===== config.mk =====
export PLATFORM = sky130hd
export DESIGN_NAME = lms_coef_updater
export DESIGN_NICKNAME = d
export VERILOG_FILES = /design/src/rtl/lms_coef_updater.sv
export SDC_FILE = /design/constraint.sdc
export NUM_CORES = 2
export LEC_CHECK = 0
export ABC_AREA = 1
export CORE_MARGIN = 3
export CORE_UTILIZATION = 48
export CTS_CLUSTER_SIZE = 20
export DETAILED_ROUTE_END_ITERATION = 8
export PLACE_DENSITY = 0.68
export SYNTH_ARGS = -nofsm -noshare
export SYNTH_HDL_FRONTEND = slang
export SYNTH_SLANG_ARGS = --single-unit

===== constraint.sdc =====
create_clock -name clk_in -period 16.35 [get_ports clk_in]
set_clock_uncertainty 0.15 [all_clocks]
set_input_delay 2.4525 -clock clk_in [delete_from_list [all_inputs] [get_ports clk_in]]
set_output_delay 2.4525 -clock clk_in [all_outputs]
set_load 0.005 [all_outputs]

===== src/rtl/lms_coef_updater.sv =====
// lms_coef_updater: sequential LMS update of a TAPS-long coefficient bank, one tap per clock
module lms_coef_updater #(
    parameter int TAPS     = 32,
    parameter int MU_SHIFT = 12,
    localparam int AW      = $clog2(TAPS)
) (
    input  logic                 clk_in,
    input  logic                 rst_in,
    input  logic signed [15:0]   sample_in,
    input  logic                 sample_ready,
    input  logic signed [15:0]   error_in,
    input  logic                 error_ready,
    input  logic                 clear_coef_in,
    input  logic [AW-1:0]        coef_idx_in,
    output logic signed [15:0]   coef_out,
    output logic                 busy_out,
    output logic                 done_out,
    output logic                 error_dropped_out,
    output logic                 sample_dropped_out
);
    typedef enum logic [1:0] {IDLE, UPDATE, DONE} state_t;

    state_t             state_q, state_d;
    logic [AW-1:0]      k_q, k_d;
    logic signed [15:0] e_q, e_d;
    logic signed [15:0] w_q [TAPS];
    logic signed [15:0] w_d [TAPS];
    logic signed [15:0] x_q [TAPS];
    logic signed [15:0] x_d [TAPS];
    logic signed [15:0] pend_q, pend_d;
    logic               pend_v_q, pend_v_d;
    logic signed [15:0] coef_q, coef_d;
    logic               err_drop_q, err_drop_d;
    logic               smp_drop_q, smp_drop_d;
    logic signed [31:0] prod;
    logic signed [31:0] delta;
    logic signed [32:0] sum;
    logic signed [15:0] w_new;
    logic               push_pend;
    logic               push_smp;

    assign coef_out           = coef_q;
    assign busy_out           = state_q != IDLE;
    assign done_out           = state_q == DONE;
    assign error_dropped_out  = err_drop_q;
    assign sample_dropped_out = smp_drop_q;

    // Tap arithmetic: full product, floor shift, wide sum so saturation never sees a wrapped value
    always_comb begin
        prod  = 32'(e_q) * 32'(x_q[k_q]);
        delta = prod >>> MU_SHIFT;
        sum   = 33'(w_q[k_q]) + 33'(delta);
        w_new = sum > 33'sd32767 ? 16'sh7fff : sum < -33'sd32768 ? 16'sh8000 : sum[15:0];
    end

    // Next-state: FSM sequencing, history pushes (pending before live), coefficient writes and clear
    always_comb begin
        state_d    = state_q;
        k_d        = k_q;
        e_d        = e_q;
        w_d        = w_q;
        x_d        = x_q;
        pend_d     = pend_q;
        pend_v_d   = pend_v_q;
        coef_d     = w_q[coef_idx_in];
        err_drop_d = error_ready && state_q != IDLE;
        smp_drop_d = 1'b0;
        push_pend  = 1'b0;
        push_smp   = 1'b0;
        unique case (state_q)
            IDLE: begin
                push_smp = sample_ready;
                if (!clear_coef_in && error_ready) begin
                    e_d     = error_in;
                    k_d     = '0;
                    state_d = UPDATE;
                end
            end
            UPDATE: begin
                if (clear_coef_in) begin
                    state_d   = IDLE;
                    push_pend = pend_v_q;
                    push_smp  = sample_ready;
                    pend_v_d  = 1'b0;
                end else begin
                    w_d[k_q] = w_new;
                    k_d      = k_q + AW'(1);
                    state_d  = k_q == AW'(TAPS - 1) ? DONE : UPDATE;
                    if (sample_ready) begin
                        pend_d     = sample_in;
                        pend_v_d   = 1'b1;
                        smp_drop_d = pend_v_q;
                    end
                end
            end
            DONE: begin
                state_d   = IDLE;
                push_pend = pend_v_q;
                push_smp  = sample_ready;
                pend_v_d  = 1'b0;
            end
            default: state_d = IDLE;
        endcase
        if (push_pend) begin
            for (int i = TAPS - 1; i > 0; i--) x_d[i] = x_d[i-1];
            x_d[0] = pend_q;
        end
        if (push_smp) begin
            for (int i = TAPS - 1; i > 0; i--) x_d[i] = x_d[i-1];
            x_d[0] = sample_in;
        end
        if (clear_coef_in) begin
            for (int i = 0; i < TAPS; i++) w_d[i] = '0;
        end
    end

    // State registers with synchronous reset back to the empty, idle condition
    always_ff @(posedge clk_in) begin
        if (rst_in) begin
            state_q    <= IDLE;
            k_q        <= '0;
            e_q        <= '0;
            w_q        <= '{default: '0};
            x_q        <= '{default: '0};
            pend_q     <= '0;
            pend_v_q   <= 1'b0;
            coef_q     <= '0;
            err_drop_q <= 1'b0;
            smp_drop_q <= 1'b0;
        end else begin
            state_q    <= state_d;
            k_q        <= k_d;
            e_q        <= e_d;
            w_q        <= w_d;
            x_q        <= x_d;
            pend_q     <= pend_d;
            pend_v_q   <= pend_v_d;
            coef_q     <= coef_d;
            err_drop_q <= err_drop_d;
            smp_drop_q <= smp_drop_d;
        end
    end
endmodule


# Word level (Yosys, flattened, before mapping)
# Index checks and enable logic that the tools add are counted.
# Widths: inputs -> output; s select.
op_classes:
  n_reduce_logical: 16
  mux: 30
  bitwise: 5
  addsub: 2
  eq_ne: 6
  mul: 1
  magnitude_cmp: 5
op_table:
  columns: ["operator", "count"]
  rows:
  - ["$mux 512", 2]
  - ["$bwmux 512", 1]
  - ["$bmux 16 s5", 3]
  - ["$mux 16", 9]
  - ["$demux 16 s5", 1]
  - ["$mul 16x16->32", 1]
  - ["$add 16x20->21", 1]
  - ["$gt 21x16->1 const B", 1]
  - ["$lt 21x16->1 const B", 1]
  - ["$ge 6x6->1 const B", 2]
  - ["$not 5->6", 2]
  - ["$mux 5", 2]
  - ["$pmux 5 s2", 1]
  - ["$reduce_bool 2->1", 4]
  - ["$lt 6x1->1 const B", 1]
  - ["$mux 2", 3]
  - ["$pmux 1 s2", 3]
  - ["$reduce_and 3->1", 2]
  - ["$add 5x1->5 const B", 1]
  - ["$eq 5x5->1 const B", 1]
  - ["$mux 1", 4]
  - ["$ne 2x2->1 const B", 2]
  - ["$pmux 2 s2", 1]
  - ["$reduce_and 2->1", 2]
  - ["9 further kinds", 14]
word_totals:
  reg_bits: 1082
  in_bits: 42
  out_inout_bits: 20
  wordCells: 137

# Depth between registers and ports, before layout
logic_depth:
  ltp_word: 10
  depth_mapped: 53
  ltp_nobuf: 48

# Least setup slack after synthesis
# No wires, ideal clock.
synth_path:
  kind: "reg2reg"
  startpoint: "register k_q[1]"
  endpoint: "register w_q[170] (netlist bit)"
  setup_time_ps: 109
  arrival_time_ps: 8451
  setup_slack_ps: 7640
  t_required_ps: 16091
  path_stages_with_launch: 45
  period_less_slack_ps: 8710
  n_path_buf: 7
  path_cell_list: "dfxtp_1 -> buf_4 -> buf_4 -> buf_2 -> buf_1 -> a21oi_1 -> o21ai_0 -> a21oi_1 -> nor4_1 -> nand2_1 -> inv_1 -> nor2_1 -> inv_1 -> fa_1 -> fa_1 -> inv_1 -> fa_1 -> fa_1 -> [9 not listed] -> a2111oi_0 -> nand2_1 -> nand2_1 -> nand2_1 -> ha_1 -> inv_1 -> nor3_1 -> and2_1 -> nand4_1 -> nand4_1 -> nand3_1 -> o21ai_2 -> buf_2 -> buf_4 -> buf_2 -> nand3_1 -> nand2_1 -> inv_1"
synth_between:
  elab_chain_len: 10
  word_cells_on_any_way: 19
  cone_classes: "add/sub: 1; mul: 1; order compare: 4; mux: 11; bitwise: 1; reduce/logical: 1"
synth_lines:
  columns: ["element", "line", "source"]
  rows:
  - ["start: declaration", "24", "logic [AW-1:0] k_q, k_d;"]
  - ["start signal: assignment", "132", "k_q <= k_d;"]
  - ["$not 5->6 (not written as such) (*)", "50, 52, 86", null]
  - ["$bmux 16 s5", "50", "prod = 32'(e_q) * 32'(x_q[k_q]);"]
  - ["$mux 16 (not written as such) (2 in series)", "50", null]
  - ["$mul 16x16->32", "50", null]
  - ["$add 16x20->21", "52", "sum = 33'(w_q[k_q]) + 33'(delta);"]
  - ["$lt 21x16->1", "53", "w_new = sum > 33'sd32767 ? 16'sh7fff : sum < -33'sd32768 ? 16'sh8000 : sum[15:0];"]
  - ["$mux 16 (2 in series)", "53", null]
  - ["$bwmux 512 (*)", "86", "w_d[k_q] = w_new;"]
  - ["end signal: assignment", "134", "w_q <= w_d;"]
  - ["end: declaration", "26", "logic signed [15:0] w_q [TAPS];"]
# Mark *: on every way between the ends. The rest lies on a longest branch, timed or not. The select of a mux whose other input is x is not followed.
# A chain may end at the register's enable or synchronous reset.

# Worst setup path after layout
layout_path:
  startpoint: "register k_q[0]"
  endpoint: "register w_q[124] (netlist bit)"
# Same word-level chain as after synthesis.

==> impl_metrics.json <==
{
  "syn_area_per_cell_um2": 6.57,
  "fillers": 14500,
  "syn_area_mm2": 0.0702,
  "maxCapViolCount": 0,
  "critPathMaxFanout": 74,
  "cts.sinks": 1082,
  "slowest_stage": "xor2_4",
  "synthAdderAreaFrac": 0.0943,
  "path_clk_slew_ns": 0.06,
  "drt-total-wl_mm": 239,
  "hold_viol": 0,
  "crit_family": "adder cells",
  "io_pins": 62,
  "multi_input_area_mm2": 0.0394,
  "comb_power_share": 0.637,
  "rr_endpoint": "w_q[124]",
  "hold_path_depth": 2,
  "dr.pass1.iters": 6,
  "synth_compound_area_frac": 0.264,
  "num_vias": 71200,
  "ys_types": 48,
  "die_x_um": 388,
  "worst_slew_pin_slew_ns": 1.26,
  "core_mm2": 0.144,
  "ys_seq_elements": 1082,
  "fmax_mhz": 78.3,
  "ctsHoldBuffers": 0,
  "rrSetupSlack_ns": 3.57,
  "ir_drop_mv": 1.31,
  "antenna_found_initial": 9,
  "drv_slew": 0,
  "rows": 139,
  "finalSetupViolations": 0,
  "p_switching_mw": 9.31,
  "end_kind": "flop",
  "synth-async-reset-ratio": 0,
  "slew_headroom": 0.157,
  "postCtsSetupBuffers": 0,
  "pwr-share-clk": 0.179,
  "grt_max_degree": 301,
  "drive_above_1_share": 0.0398,
  "drt_iter0_markers": 8252,
  "fin_ws_ns": 3.57,
  "worstSetupStartpointType": "flop",
  "vias_per_cell": 5.87,
  "ys.flop_type": "dfxtp_1",
  "p_int_mw": 6.39,
  "die-area_mm2": 0.151,
  "synth-xor-area-share": 0.00472,
  "layout.nets": 10500,
  "crit_buf_inv": 8,
  "grt_usage": 0.304,
  "syn-instance-count": 10700,
  "numCtsBuffers": 119,
  "synth_simple_gate_area_frac": 0.191,
  "grt_pass1_wl_mm": 371,
  "cts-root-buf": "clkbuf_16",
  "status": "finished, final reports clean",
  "path_common_cell": "nand2_1",
  "cp.required_ns": 16.89,
  "timing.hold.worst_endpoint": "x_q[11]",
  "post-route-min-period_ns": 12.78,
  "synth_top_area_share": 0.309,
  "synth_mux_area_frac": 0.00656,
  "ys_warn_count": 0,
  "die_h_um": 388,
  "synthToLayoutAreaGrowth_pct": 6.32,
  "ant_nets": 0,
  "hp-start": "x_q[11]",
  "seq_area_mm2": 0.0217,
  "dpl.hpwl_mm": 145,
  "p_seq_frac": 0.184,
  "timing.rr.start": "k_q[0]",
  "post_drt_wl_per_cell_um": 19.7,
  "cts_buffer_depth": 3,
  "max_stage_delay_ns": 0.90,
  "r2r_cells": 40,
  "place_ws_ns": 3.70,
  "port_buffers": 61,
  "worstSetupPathType": "flop to flop",
  "gp_congestion": 0.919,
  "overflow": 0,
  "netlist.top_cell.by_area": "dfxtp_1",
  "cp.arrival_ns": 13.32,
  "synthTopCellsByArea": "dfxtp_1 31%, o21ai_0 12%, a21oi_1 11%",
  "fin_crit_sh": 0.782,
  "fin_setup_tns_ns": 0,
  "synth_edf_count": 0,
  "cts_tree": "done",
  "cts-resized-gates": 0,
  "rsz0062_at_grt": "false",
  "grt_pass1_vias": 65700,
  "ys_seq_area_frac": 0.309,
  "power_density_mw_per_mm2": 210,
  "worstSkewPairLatency_ns": 0.76,
  "synth_nets": 11100,
  "start_util": 0.486,
  "synth_top_family_by_area": "compound AO/OA/AOI/OAI gates",
  "hp-class": "flop to flop",
  "htree_levels": 3,
  "drc": 0,
  "swShare": 0.593,
  "leakage_nw": 31.3
}
==> registers in the layout, indices dropped and copies added, names as in the netlist <==
name / flops
coef_out: 16
e_q: 16
error_dropped_out: 1
k_q: 5
pend_q: 16
pend_v_q: 1
sample_dropped_out: 1
state_q: 2
w_q: 512
x_q: 512
==> area by class of cell <==
| class | instances | share of cell area |
|---|---|---|
| Multi-Input combinational cell | 7274 | 0.528 |
| Sequential cell | 1082 | 0.290 |
| Inverter | 1475 | 0.0750 |
| Clock buffer | 179 | 0.0473 |
| Tap cell | 1903 | 0.0319 |
| Timing Repair Buffer | 168 | 0.0204 |
| Clock inverter | 37 | 0.00665 |
| Antenna cell | 4 | 0.000134 |
==> synth_stat cells (11+ instances only) <==
master / n
a2111oi_0: 15
a211oi_1: 21
a21oi_1: 1514
a31oi_1: 129
buf_1: 70
buf_2: 170
buf_6: 31
clkbuf_1: 577
clkinv_1: 13
dfxtp_1: 1082
fa_1: 262
ha_1: 110
inv_1: 1451
inv_2: 11
mux2i_1: 46
nand2_1: 1576
nand3_1: 606
nor2_1: 950
nor2_2: 16
nor3_1: 20
nor4_1: 43
o211ai_1: 69
o21a_1: 65
o21ai_0: 1692
or2_2: 31
xnor2_1: 16
xor2_1: 20
==> power groups by stage <==
stage | clock network [mW] | logic (mW) | registers (mW)
finish | 2.81 | 10.0 | 2.89
floorplan | 0 | 7.68 | 2.90
global route | 2.94 | 10.7 | 2.90
CTS | 2.83 | 9.80 | 2.88
detailed placement | 0 | 9.74 | 2.94
global placement | 0 | 9.75 | 2.94
==> through the flow <==
step,std cells,total power [mW],area [um^2],hold WS [ns],util
finish,12100,15.7,74700,0.314,0.517
CTS,12100,15.5,74600,0.315,0.517
floorplan,10700,10.6,70200,0.282,-
global route,12100,16.5,74600,0.343,0.517
detailed placement,11900,12.7,70600,0.304,0.489
global placement,11900,12.7,70600,0.302,0.489
==> layer usage <==
layer,routed length [um],share of wire,vias to the layer above,global-route usage
met2,105000,0.44,3503,0.477
met1,96500,0.40,33300,0.395
met3,22200,0.093,696,0.0530
met5,13,0.000054,-,0
met4,15500,0.065,2,0.177
li1,-,-,33700,-
==> logic make-up after synthesis <==
| kind of cell | Yosys count |
|---|---|
| AOI/OAI and AO/OA | 3550 |
| xor gates and xnor gates | 37 |
| adders and majority gates | 372 |
| muxes | 46 |
| DFF | 1082 |
| buffers and inverters | 2331 |
| and+or+nand+nor | 3269 |
==> layout by cell type (no fill, tap or decap), drive strengths merged, types with 70 or more instances in the layout <==
master	Yosys	final
o21ai	1698	1698
nor2	966	966
o211ai	70	70
a31oi	129	129
fa	262	262
buf	279	111
nand3	606	606
ha	110	110
inv	1462	1466
dfxtp	1082	1082
nand2	1586	1586
a21oi	1514	1514
clkbuf	577	179
==> how the worst max path moves through the flow <==
stage          startpoint        to  cells after the start
6_report           k_q[0]  w_q[124]                     40
5_1_grt            k_q[0]  w_q[284]                     41
4_1_cts            k_q[0]   w_q[74]                     41
3_5_place_dp       k_q[0]   w_q[74]                     41
3_3_place_gp       k_q[0]  w_q[346]                     41
2_1_floorplan      k_q[1]  w_q[170]                     44
==> worst min-delay path: stages, from the launching register on <==
cell	delay, ns
dfxtp_1	0.31
nand2_1	0.06
a21oi_1	0.05
(Power assumes the default switching activity.)
